### config.mk
export PLATFORM = sky130hd
export DESIGN_NAME = time_set
export DESIGN_NICKNAME = d
export VERILOG_FILES = /design/src/rtl/time_set_pkg.sv /design/src/rtl/time_set_blink_timer.sv /design/src/rtl/time_set.sv
export SDC_FILE = /design/constraint.sdc
export NUM_CORES = 1
export LEC_CHECK = 0
export BUFFER_PORTS_ARGS = -buffer_cell sky130_fd_sc_hd__buf_2
export CAP_MARGIN = 25
export CORE_ASPECT_RATIO = 0.8
export CORE_UTILIZATION = 38
export CTS_CLUSTER_SIZE = 24
export DETAILED_ROUTE_END_ITERATION = 7
export SLEW_MARGIN = 20
export SYNTH_ARGS = -nofsm -noshare
export SYNTH_HDL_FRONTEND = slang
export SYNTH_HIERARCHICAL = 1
export SYNTH_SLANG_ARGS = --single-unit
### constraint.sdc
create_clock -name clk -period 2.6 [get_ports clk]
set_input_delay 0.52 -clock clk [delete_from_list [all_inputs] [get_ports clk]]
set_output_delay 0.52 -clock clk [all_outputs]
set_load 0.05 [all_outputs]
### src/rtl/time_set_pkg.sv
// Shared definitions for the AM/PM indicator: day constants, hour type,
// chime state encoding and hour-format helpers.
package time_set_pkg;

    localparam int HOURS_PER_DAY = 24;
    localparam int NOON          = 12;

    typedef logic [7:0] hour_t;

    typedef enum logic [1:0] {
        CHIME_IDLE,
        CHIME_ON,
        CHIME_OFF
    } chime_state_e;

    function automatic logic is_valid_hour(input hour_t h);
        return h < hour_t'(HOURS_PER_DAY);
    endfunction

    function automatic logic is_pm(input hour_t h);
        return h >= hour_t'(NOON);
    endfunction

    // Midnight and noon both flash twelve times.
    function automatic logic [3:0] to_h12(input hour_t h);
        hour_t m;
        m = is_pm(h) ? (h - hour_t'(NOON)) : h;
        if (m == '0) begin
            m = hour_t'(NOON);
        end
        return m[3:0];
    endfunction

endpackage

### src/rtl/time_set_blink_timer.sv
// Half-period timer for the hour chime: counts BLINK_HALF cycles per
// phase, restarted by start, and flags the final cycle of a phase.
module time_set_blink_timer #(
    parameter int BLINK_HALF = 25_000_000
) (
    input  logic clk,
    input  logic rst,
    input  logic start,
    input  logic run,
    output logic expire
);

    localparam int CW = $clog2(BLINK_HALF) + 1;
    localparam logic [CW-1:0] LAST = CW'(BLINK_HALF - 1);

    logic [CW-1:0] count_q;
    logic [CW-1:0] count_d;

    assign expire = run && (count_q == LAST);

    always_comb begin
        count_d = count_q + CW'(1);
        if (start || !run || expire) begin
            count_d = '0;
        end
    end

    always_ff @(posedge clk or posedge rst) begin
        if (rst) begin
            count_q <= '0;
        end else begin
            count_q <= count_d;
        end
    end

endmodule

### src/rtl/time_set.sv
// AM/PM indicator LED: steady PM level, plus an optional chime that
// flashes the 12-hour value each time the sampled hour changes.
module time_set
    import time_set_pkg::*;
#(
    parameter int BLINK_HALF = 25_000_000,
    parameter bit CHIME_EN   = 1'b1
) (
    input  logic       clk,
    input  logic       rst,
    input  logic [7:0] curHour,
    output logic       time_light
);

    hour_t        hour_q, hour_d;
    logic         armed_q, armed_d;
    logic         change_q, change_d;
    chime_state_e state_q, state_d;
    logic [3:0]   blinks_q, blinks_d;
    logic         time_light_q, time_light_d;

    logic         hour_valid;
    logic         pm;
    logic [3:0]   h12;
    logic         timer_start;
    logic         timer_expire;

    // Out-of-range hours are dropped entirely; the first good sample only arms.
    always_comb begin
        hour_valid = is_valid_hour(curHour);
        hour_d     = hour_valid ? curHour : hour_q;
        armed_d    = armed_q | hour_valid;
        change_d   = CHIME_EN && hour_valid && armed_q && (curHour != hour_q);
    end

    assign pm  = is_pm(hour_q);
    assign h12 = to_h12(hour_q);

    // A pending hour change always wins, restarting any chime in progress.
    always_comb begin
        state_d     = state_q;
        blinks_d    = blinks_q;
        timer_start = 1'b0;
        if (change_q) begin
            state_d     = CHIME_ON;
            blinks_d    = h12;
            timer_start = 1'b1;
        end else begin
            case (state_q)
                CHIME_IDLE: begin
                    state_d = CHIME_IDLE;
                end
                CHIME_ON: begin
                    if (timer_expire) begin
                        state_d     = CHIME_OFF;
                        timer_start = 1'b1;
                    end
                end
                CHIME_OFF: begin
                    if (timer_expire) begin
                        blinks_d = blinks_q - 4'd1;
                        if (blinks_q <= 4'd1) begin
                            state_d = CHIME_IDLE;
                        end else begin
                            state_d     = CHIME_ON;
                            timer_start = 1'b1;
                        end
                    end
                end
                default: begin
                    state_d = CHIME_IDLE;
                end
            endcase
        end
        time_light_d = (state_d == CHIME_ON) ? ~pm : pm;
    end

    time_set_blink_timer #(
        .BLINK_HALF(BLINK_HALF)
    ) u_blink_timer (
        .clk    (clk),
        .rst    (rst),
        .start  (timer_start),
        .run    (state_q != CHIME_IDLE),
        .expire (timer_expire)
    );

    always_ff @(posedge clk or posedge rst) begin
        if (rst) begin
            hour_q       <= '0;
            armed_q      <= 1'b0;
            change_q     <= 1'b0;
            state_q      <= CHIME_IDLE;
            blinks_q     <= '0;
            time_light_q <= 1'b0;
        end else begin
            hour_q       <= hour_d;
            armed_q      <= armed_d;
            change_q     <= change_d;
            state_q      <= state_d;
            blinks_q     <= blinks_d;
            time_light_q <= time_light_d;
        end
    end

    assign time_light = time_light_q;

endmodule

# Word-level counts from Yosys, hierarchy flattened
# Index checks and enable logic that the tools add are counted.
# W data, S select, Z words.
# totals
in_bits	10
regBits	43
# classes
bitwise_logic	2
n_eq_ne	5
addsub	3
n_reduce_logical	11
mux	17
magnitude_cmp	3
# op_table
cell	count
$add A26 B1 Y26 const B	1
$eq A26 B25 Y1 const B	1
$mux W26	1
$mux W4	4
$ge A8 B4 Y1 const B	1
$logic_not A8 Y1	1
$lt A8 B5 Y1 const B	1
$mux W8	1
$ne A8 B8 Y1	1
$sub A8 B4 Y8 const B	1
$mux W1	6
$mux W2	3
$reduce_bool A2 Y1	3
$eq A2 B1 Y1 const B	2
$le A4 B1 Y1 const B	1
$pmux W2 S2	1
$sub A4 B1 Y4 const B	1
$logic_and A1 B1 Y1	3
$eq A2 B2 Y1 const B	1
$logic_or A1 B1 Y1	2
$pmux W1 S2	1
$reduce_and A2 Y1	1
$logic_not A1 Y1	1
$not A1 Y1	1
$or A1 B1 Y1	1

# Longest topological paths before layout
# Gate-level depths: netlist of run 1.
# depth
ltp_word	8
mapped_depth	13
depth_no_buf	12

# Cells and area by module
# The synthesis of run 1 kept the hierarchy.
# by_module_without_submodules
mod	instances	area_per_inst_um2	cells_each	seq_area_each_um2
time_set_blink_timer	1	1393.8	145	650.6
time_set	1	1019.7	102	425.4

# Worst setup path after synthesis of run 1
# No wires, ideal clock.
# synth_path
path_type	reg-to-reg
from	register state_q[0]
to	register u_blink_timer.count_q[2]
period_less_slack_ps	2613
t_required_ps	2478
setup_slack_ps	-13
arrival_time_ps	2491
stages_incl_launch_ff	14
setup_ps	122
path_cell_list	dfrtp_1 -> inv_1 -> ha_1 -> inv_1 -> nor4b_1 -> nand4_1 -> nor4_1 -> o311ai_1 -> nand2_1 -> a21o_1 -> nor2b_1 -> o41ai_2 -> buf_2 -> nor2_1
# synth_via
elab_chain_cells	8
word_cells_on_any_way	12
# synth_rtl
item	line	rtl
from (decl)	time_set.sv:18	chime_state_e state_q, state_d;
from (signal assigned)	time_set.sv:100	state_q <= state_d;
$reduce_bool A2 Y1 (*)	time_set.sv:84	.run (state_q != CHIME_IDLE),
$logic_and A1 B1 Y1 (*)	time_set_blink_timer.sv:19	assign expire = run && (count_q == LAST);
via timer_expire	time_set.sv:26	logic timer_expire;
$mux W1, on equally long branches	time_set.sv:60, time_set.sv:54	
$pmux W1 S2 (*)	time_set.sv:49	case (state_q)
$mux W1 (*)	time_set.sv:44	if (change_q) begin
via timer_start	time_set.sv:25	logic timer_start;
$logic_or A1 B1 Y1 (*) (2 in a row)	time_set_blink_timer.sv:23	if (start || !run || expire) begin
$mux W26 (*)	time_set_blink_timer.sv:23	
via u_blink_timer.count_d[2]	time_set_blink_timer.sv:17	logic [CW-1:0] count_d;
to (signal assigned)	time_set_blink_timer.sv:32	count_q <= count_d;
to (decl)	time_set_blink_timer.sv:16	logic [CW-1:0] count_q;
# Mark *: on every way through the listed nets, which the timed path passes. The rest lies on a longest branch.
# A chain may end at the register's enable or synchronous reset.

# Final worst setup path of run 1
# layout_path
from	register u_blink_timer.count_q[19]
to	register u_blink_timer.count_q[17]
# layout_via
elab_chain_cells	8
word_cells_on_any_way	9
# layout_rtl
item	line
$eq A26 B25 Y1 (*)	time_set_blink_timer.sv:19
$logic_and A1 B1 Y1 (*)	time_set_blink_timer.sv:19
via timer_expire	time_set.sv:26
$mux W1, on equally long branches	time_set.sv:60, time_set.sv:54
$pmux W1 S2 (*)	time_set.sv:49
$mux W1 (*)	time_set.sv:44
via timer_start	time_set.sv:25
$logic_or A1 B1 Y1 (*) (2 in a row)	time_set_blink_timer.sv:23
$mux W26 (*)	time_set_blink_timer.sv:23
via u_blink_timer.count_d[17]	time_set_blink_timer.sv:17
# Marks and branches as above.

==> results of run 1 <==
-- where the power goes --
part           switching [mW]  internal, mW  total, mW
logic                   0.126         0.103      0.229
registers              0.0569         0.718      0.775
clock network           0.219         0.189      0.407
total                   0.401          1.01       1.41
-- cell type report --
type	instances	area (sq um)	share of cell area [%]
well taps	81	101	3.64
flip-flops and latches	43	1080	38.7
clock inverters	1	5.00	0.180
clock buffers	7	76.3	2.74
multi-input cells	181	1270	45.8
repair buffers	29	200	7.19
inverters	13	48.8	1.75
-- cell families (layout without fill, tap and decap cells) --
group	after synthesis	in the layout	share of synthesized area [%]
buf+inv	23	50	4.20
mux	5	5	2.33
xor+xnor	27	27	9.80
compound gates	41	41	10.9
flops	43	43	44.6
fa+ha+maj	7	7	3.63
simple gates	101	101	24.6
-- cell usage in the layout (no fill, tap or decap), types with 7 or more instances in the layout --
master                    count
sky130_fd_sc_hd__dfrtp_1     43
sky130_fd_sc_hd__inv_1       13
sky130_fd_sc_hd__o21ai_0      8
sky130_fd_sc_hd__nand3_1      9
sky130_fd_sc_hd__a21oi_1     16
sky130_fd_sc_hd__nand2_1     18
sky130_fd_sc_hd__nor4_1       8
sky130_fd_sc_hd__buf_2       10
sky130_fd_sc_hd__nor2_1      21
sky130_fd_sc_hd__buf_4       17
sky130_fd_sc_hd__xnor2_1     12
sky130_fd_sc_hd__ha_1         7
sky130_fd_sc_hd__xor2_1      15
-- how the worst max path moves through the flow --
| stage | startpoint | to | slack, ns | depth (start not counted) |
|---|---|---|---|---|
| floorplan | state_q[0] | u_blink_timer/count_q[2] | 0.16 | 13 |
| global placement | state_q[0] | u_blink_timer/count_q[21] | 0.19 | 14 |
| detailed placement | state_q[0] | u_blink_timer/count_q[15] | -0.02 | 14 |
| CTS | state_q[0] | u_blink_timer/count_q[15] | -0.05 | 14 |
| global route | state_q[1] | u_blink_timer/count_q[15] | 0.07 | 14 |
| finish | u_blink_timer/count_q[19] | u_blink_timer/count_q[17] | 0.28 | 11 |
-- repair_timing --
item,CTS,global route
pin swaps,0,2
endpoints found under the setup margin,21,25
hold endpoints to repair,0,0
resized for setup,0,5
setup buffers,0,2
gates cloned,0,1
-- state kept, by name, summed over array words and instances, names as in the netlist --
register	cells
armed_q	1
blinks_q	4
change_q	1
hour_q	8
state_q	2
time_light	1
u_blink_timer/count_q	26
-- per-stage QoR --
stage,util (%),instances
floorplan,-,247
global placement,44.2,344
detailed placement,44.2,344
CTS,45.6,352
global route,46.3,355
finish,46.3,355
-- critical path, cell delays in order (launching register included) --
cell                       delay [ns]
sky130_fd_sc_hd__dfrtp_1         0.42
sky130_fd_sc_hd__and3_1          0.30
sky130_fd_sc_hd__nand3_1         0.20
sky130_fd_sc_hd__nor4_2          0.30
sky130_fd_sc_hd__buf_4           0.18
sky130_fd_sc_hd__o311ai_1        0.13
sky130_fd_sc_hd__nand2_1         0.09
sky130_fd_sc_hd__a21o_1          0.12
sky130_fd_sc_hd__nor2b_1         0.08
sky130_fd_sc_hd__o41ai_4         0.11
sky130_fd_sc_hd__buf_4           0.25
sky130_fd_sc_hd__a21oi_1         0.05
-- metal layers --
metal	GRT usage, %	part of all wire [%]	up-vias
li1	-	-	927
met1	23.5	54	864
met2	24.8	43	17
met3	3.11	1.9	2
met4	4.23	0.61	0
met5	0	0	-
==> results by stage, run 1 <==
Run status:
- The run finished with clean final reports.

Yosys:
- Synthesis handed over a netlist of 247 instances.
- The post-synthesis cell area is 2410 sq um.
- The cell type contributing the most total cell area after synthesis is sky130_fd_sc_hd__dfrtp_1.
- The post-synthesis cell type count is 50.
- The most used flip-flop cell after synthesis is sky130_fd_sc_hd__dfrtp_1.
- The number of synthesis warnings is 6.
- Of the post-synthesis cell area, the dominant cell type holds 44.6%.
- Ranked by instance count, the synthesized netlist is headed by sky130_fd_sc_hd__dfrtp_1, sky130_fd_sc_hd__nor2_1, sky130_fd_sc_hd__nand2_1.
- Counting every net in the synthesized netlist gives 264.
- Counting flops with an async set or reset pin after synthesis yields a share of 100%.
- Yosys attributes the largest share of cell area to sky130_fd_sc_hd__dfrtp_1, sky130_fd_sc_hd__xor2_1, sky130_fd_sc_hd__xnor2_1.
- Summing the sequential cell areas from Yosys gives 44.6% of the chip area.
- Yosys mapped a number of flops with a built-in enable equal to 0.
- The most common cell in the synthesized netlist is sky130_fd_sc_hd__dfrtp_1.
- Each instance of the synthesized netlist takes up on average 9.77 sq um.
- In this run, synthesis produced a sequential element count of 43.

STA:
- Static timing analysis puts the maximum clock frequency at approximately 430 MHz.
- Setup repair after global routing left no endpoint under its margin.
- In the finished design, the share of the clock period the worst path needs comes to between 80% and 90%.
- At the pin with the least slew margin, the transition time is 0.668 ns.
- Hold is met by approximately 0.28 ns.
- The clock arrives with between 0.004 and 0.005 ns of skew.
- The count of final max-slew check failures came to 0.
- The worst relative slew slack is 55.4%.
- The clock period minus worst slack is about 2.3 ns.
- The number of endpoints failing setup at the final stage is 0.
- The final hold violation count is 0.
- The least setup slack across all paths after layout is 0.279 ns.
- For the final routed database, the setup TNS stands at 0 ns.

GRT:
- The first global-routing pass estimated ~8600 um of wire.
- The number of antenna violations at the first check in global routing was 0.
- The overall overflow remaining after global route is 0.
- Entering global routing, the biggest net connects 27 pins.
- The number of global-route vias before repair was 1816.
- For this run, the total global-route usage over all layers was measured as 16.2%.

Clocking:
- In this run the clock root is driven by a sky130_fd_sc_hd__clkbuf_8.
- The clock tree synthesis step divided the H-tree into 2 levels.
- The clock net in this run drives a total of 43 sinks.
- After clock tree synthesis, the flow added hold-fix buffers numbering 0.
- The number of clock buffers added by TritonCTS is 5.
- The clock passes through at most 2 buffers.
- The clock insertion delay at the later pin of the skew report is 0.29 ns.
- After clock tree synthesis, the clock-pin slew on the worst setup and hold paths is 0.08 ns.
- TritonCTS built the clock tree.

Floorplan:
- The overall die area is between 6000 and 7000 sq um.
- The effective utilization at floorplan is 40.2%.
- From bottom edge to top edge, the die measures approximately 73 um.
- The number of placement rows is 25.
- The chip width is 91.1 um.
- The total I/O pin count is 11.
- The area of the core is between 6000 and 7000 sq um.

Routing:
- In the final routed layout, each cell accounts on average for 13.5 um.
- The number of vias per cell is 5.10.
- The initial detailed-routing violation count is 122.
- The first detailed-routing pass ran for 4 iterations.
- The final route contains between 1.5k and 2k vias.
- The detail route stage leaves a number of antenna-violating nets equal to 0.
- The wire length reported by the detailed router is about 4800 um.
- In the routed design, unresolved DRC markers number 0.

Place:
- Summed over all nets, the half-perimeter wirelength after detailed placement is between 3000 and 4000 um.
- The congestion estimate from routability-driven global placement came to 0.778.
- The standard cell area after detailed placement is 2660 sq um.
- During placement, the flow inserted port buffers numbering 10.
- The pre-CTS setup slack is -0.0211 ns.

Setup path:
- The terminus of the critical flop-to-flop path is u_blink_timer/count_q[17].
- The setup slack of the most critical reg-to-reg path is 0.28 ns.
- The arrival time of data at the critical path endpoint is 2.50 ns.
- The class of the most critical setup path is reg -> reg.
- The worst setup path is launched from a flip-flop.
- The kind of end point of the critical path is a flip-flop.
- The worst path required time is 2.78 ns.
- For the worst flop-to-flop path, the logic depth is 11.
- The launch point of the worst reg-to-reg path is u_blink_timer/count_q[19].
- Along the worst path, the maximum fanout reaches 7.

Cells and area:
- The total number of nets in the final design is between 200 and 300.
- The fraction of final layout cells with drive strength greater than 1 is between 10% and 20%.
- The antenna diode count is 0.
- The synthesis-to-layout area growth is 15.3%.
- The filler cell count is 589.
- The cell area after layout is 2780 sq um.

Flow run:
- The count of maximum capacitance violations is 0.

Power and ir drop:
- Summed over all cells, the static leakage comes to 1.15 nW.
- The power density relative to cell area is 507 nW/um^2.
- The peak supply drop is 247 uV.
- Total power for the finished layout comes to roughly 1.4 mW.

Hold path:
- The min-delay analysis places its worst path in the category in -> async.
(Power assumes the default switching activity.)
==> inputs of run 2 (changes only) <==
CELL_PAD_IN_SITES_DETAIL_PLACEMENT = 0   (was default)
CELL_PAD_IN_SITES_GLOBAL_PLACEMENT = 2   (was default)
CORE_UTILIZATION = 36   (was 38)
PLACE_DENSITY_LB_ADDON = 0.1   (was default)
==> run 2 against run 1 <==
Non-clock buffer count fell by 3. Critical endpoint is now u_blink_timer/count_q[15]. Worst hold slack improved by 0.0092 ns. Power rose by 0.78%. Sequential power fell by 1%. Via count did not move. Sequential cell count did not move. Design area fell by 0.67%. Combinational power rose by 6%. Core utilization fell by 3.4 points.
==> results by stage, run 2 (synthesis gave the netlist of run 1 again) <==
Routing:
- In this run, the number of DRC markers left after iteration 0 of detailed routing was 80.
- Once detail routing completed, the nets flagged for antenna violations numbered 0.
- The detail-routed net length per standard cell is 13.7 um.
- The via count is 1810.
- The remaining design rule violation count is 0.
- The number of iterations in the first detailed-routing pass is 4.
- For this block, the routed nets add up to between 4000 and 5000 um of wire.
- Dividing the detail-routed via count by the number of cells gives 5.10.

GRT:
- The number of global-route vias before repair is 1640.
- The overall overflow remaining after global route is 0.
- The largest net degree at the start of global routing is 27.
- Across every metal layer, demand over resource in global routing totals 15.3%.
- The number of antenna violations at the first check in global routing came to 0.
- The first global-routing pass estimated 8250 um of wire.

Place:
- The count of buffers added on input and output ports is 10.
- Routability-driven placement finished with a final weighted congestion of 0.711.
- The total half-perimeter wirelength after legalization and detailed placement is 3560 um.
- The pre-CTS setup slack is 0.109 ns.
- The standard cell area after detailed placement is roughly 2700 sq um.

STA:
- The final hold violation count is 0.
- At the pin with the least slew margin, the transition time is 0.661 ns.
- The final sum of negative setup slack is 0 ns.
- After layout, the worst setup slack is just over 0.3 ns.
- The count of final max-slew check failures was 0.
- The maximum clock skew at final layout is 0.0104 ns.
- Setup violations remaining at the end of the flow were counted as 0.
- For this run, the top clock speed supported by timing is 435 MHz.
- In the finished design, the share of the clock period the worst path needs comes to 88.4%.
- The worst pin sits at a relative slew slack of 55.9%.
- Setup repair after global routing left no endpoint under its margin.
- The clock period minus worst slack is 2.30 ns.

Cells and area:
- The fraction of final layout cells with drive strength greater than 1 is roughly 17%.
- 0 antenna diodes ended up in the layout.
- In the layout the commonest cells are sky130_fd_sc_hd__dfrtp_1, sky130_fd_sc_hd__nor2_1, sky130_fd_sc_hd__nand2_1.
- The finished cells cover 2760 sq um.
- The synthesis-to-layout area growth is 14.5%.
- The register with the most flip-flops in the layout has 26 of them.
- At the end of the flow the core is filled with cells to 42.9%.
- The most flop-heavy register is u_blink_timer/count_q.
- The library cell used most frequently in the layout, excluding fill and tap cells, is sky130_fd_sc_hd__dfrtp_1.
- The total number of nets in the final design is 287.
- In the final layout, the registers with the most flip-flops are u_blink_timer/count_q x26, hour_q x8, blinks_q x4.

Power and ir drop:
- The peak supply drop is 283 uV.
- The static power due to leakage is 1.13 nW.
- Power spread over the standard cell area amounts to between 500 and 600 nW/um^2.

Clocking:
- Hold repair after CTS inserted 0 buffers.
- The CTS tree is built.
- The clock-pin slew on the worst setup and hold paths is 0.08 ns.
- The clock insertion delay at the later pin of the skew report is 0.29 ns.
- The clock root buffer is sky130_fd_sc_hd__clkbuf_8.
- Clock tree synthesis found a total of 43 sinks.
- In this run the number of H-tree levels came out at 2.
- Buffers inserted during clock tree synthesis total 5.
- The number of buffers inserted to repair setup after CTS is 0.
- The longest clock path from root to sink contains 2 buffers.

Setup path:
- Counting cells, the worst reg-to-reg path comes to 14.
- The launch point of the worst reg-to-reg path is state_q[1].
- Data on the critical path arrives at its endpoint at 2.52 ns.
- The kind of start point of the critical path is a flip-flop.
- The critical path startpoint is state_q[1].
- The endpoint identified for the worst register-to-register timing path is u_blink_timer/count_q[15].
- The kind of end point of the critical path is a flip-flop.
- The worst path required time is 2.82 ns.
- By startpoint and endpoint, the worst setup path is classified as reg -> reg.
- In this run the register-to-register setup slack is 0.30 ns.
- In this run the worst path has a maximum fanout of 6.

Run status:
- The run finished with clean final reports.

Floorplan:
- The number of placement rows is 26.
- During I/O placement, the number of pins put on the boundary was 11.
- The initial utilization of the core area, before any placement, comes to 37.5%.
- The floorplan step set the die height to 75.2 um.
- The overall die area is 7040 sq um.
- The core region is 6440 sq um.
- In this run the horizontal extent of the chip is between 90 and 100 um.

Hold path:
- The path category of the worst min-delay check is in -> async.

Flow run:
- The count of maximum capacitance violations is 0.
[run 2: area by class of cell]
type,instances,area (sq um)
Timing Repair Buffer,26,186
Tap cell,84,105
Clock buffer,7,76.3
Inverter,13,48.8
Multi-Input combinational cell,181,1270
Clock inverter,1,5.00
Sequential cell,43,1080
Fill cell,609,3680
[run 2: what timing repair did]
action,CTS,global route
resized for setup,0,2
endpoints found under the setup margin,0,27
endpoints found under the hold margin,0,0
[run 2: worst max-delay path, cell delays in order (launching register included)]
cell and delay [ns]:
sky130_fd_sc_hd__dfrtp_1 0.40, sky130_fd_sc_hd__inv_1 0.09, sky130_fd_sc_hd__ha_1 0.13, sky130_fd_sc_hd__inv_1 0.04
sky130_fd_sc_hd__nor4b_2 0.15, sky130_fd_sc_hd__nand4_1 0.13, sky130_fd_sc_hd__nor4_2 0.05, sky130_fd_sc_hd__buf_4 0.15
sky130_fd_sc_hd__o311ai_1 0.10, sky130_fd_sc_hd__nand2_1 0.09, sky130_fd_sc_hd__a21o_1 0.19, sky130_fd_sc_hd__nor2b_1 0.25
sky130_fd_sc_hd__o41ai_4 0.17, sky130_fd_sc_hd__buf_4 0.19, sky130_fd_sc_hd__a21oi_1 0.11
[run 2: worst max-delay path by stage]
stage / slack [ns] / endpoint / cells after the start
2_1_floorplan: 0.16 / u_blink_timer/count_q[2] / 13
3_3_place_gp: 0.19 / u_blink_timer/count_q[25] / 14
3_5_place_dp: 0.11 / u_blink_timer/count_q[21] / 14
4_1_cts: 0.10 / u_blink_timer/count_q[21] / 14
5_1_grt: 0.05 / u_blink_timer/count_q[21] / 14
6_report: 0.30 / u_blink_timer/count_q[15] / 14
[run 2: through the flow]
stage | power [mW] | hold WS [ns] | instances
2_1_floorplan | 0.957 | 0.433 | 247
3_3_place_gp | 1.03 | 0.451 | 347
3_5_place_dp | 1.02 | 0.458 | 347
4_1_cts | 1.44 | 0.291 | 355
5_1_grt | 1.51 | 0.314 | 355
6_report | 1.42 | 0.289 | 355
[run 2: where the power goes]
part	switching, mW	total, mW	internal, mW
clock network	0.224	0.413	0.189
logic	0.135	0.242	0.107
registers	0.0494	0.767	0.718
total	0.408	1.42	1.01
[run 2: routing by layer]
metal / part of all wire [%] / wire length (um) / GRT usage (%)
met3: 2.5 / 120 / 3.03
met5: 0 / 0 / 0
met1: 59 / 2860 / 24.9
met4: 0.74 / 36 / 4.10
met2: 38 / 1840 / 19.8
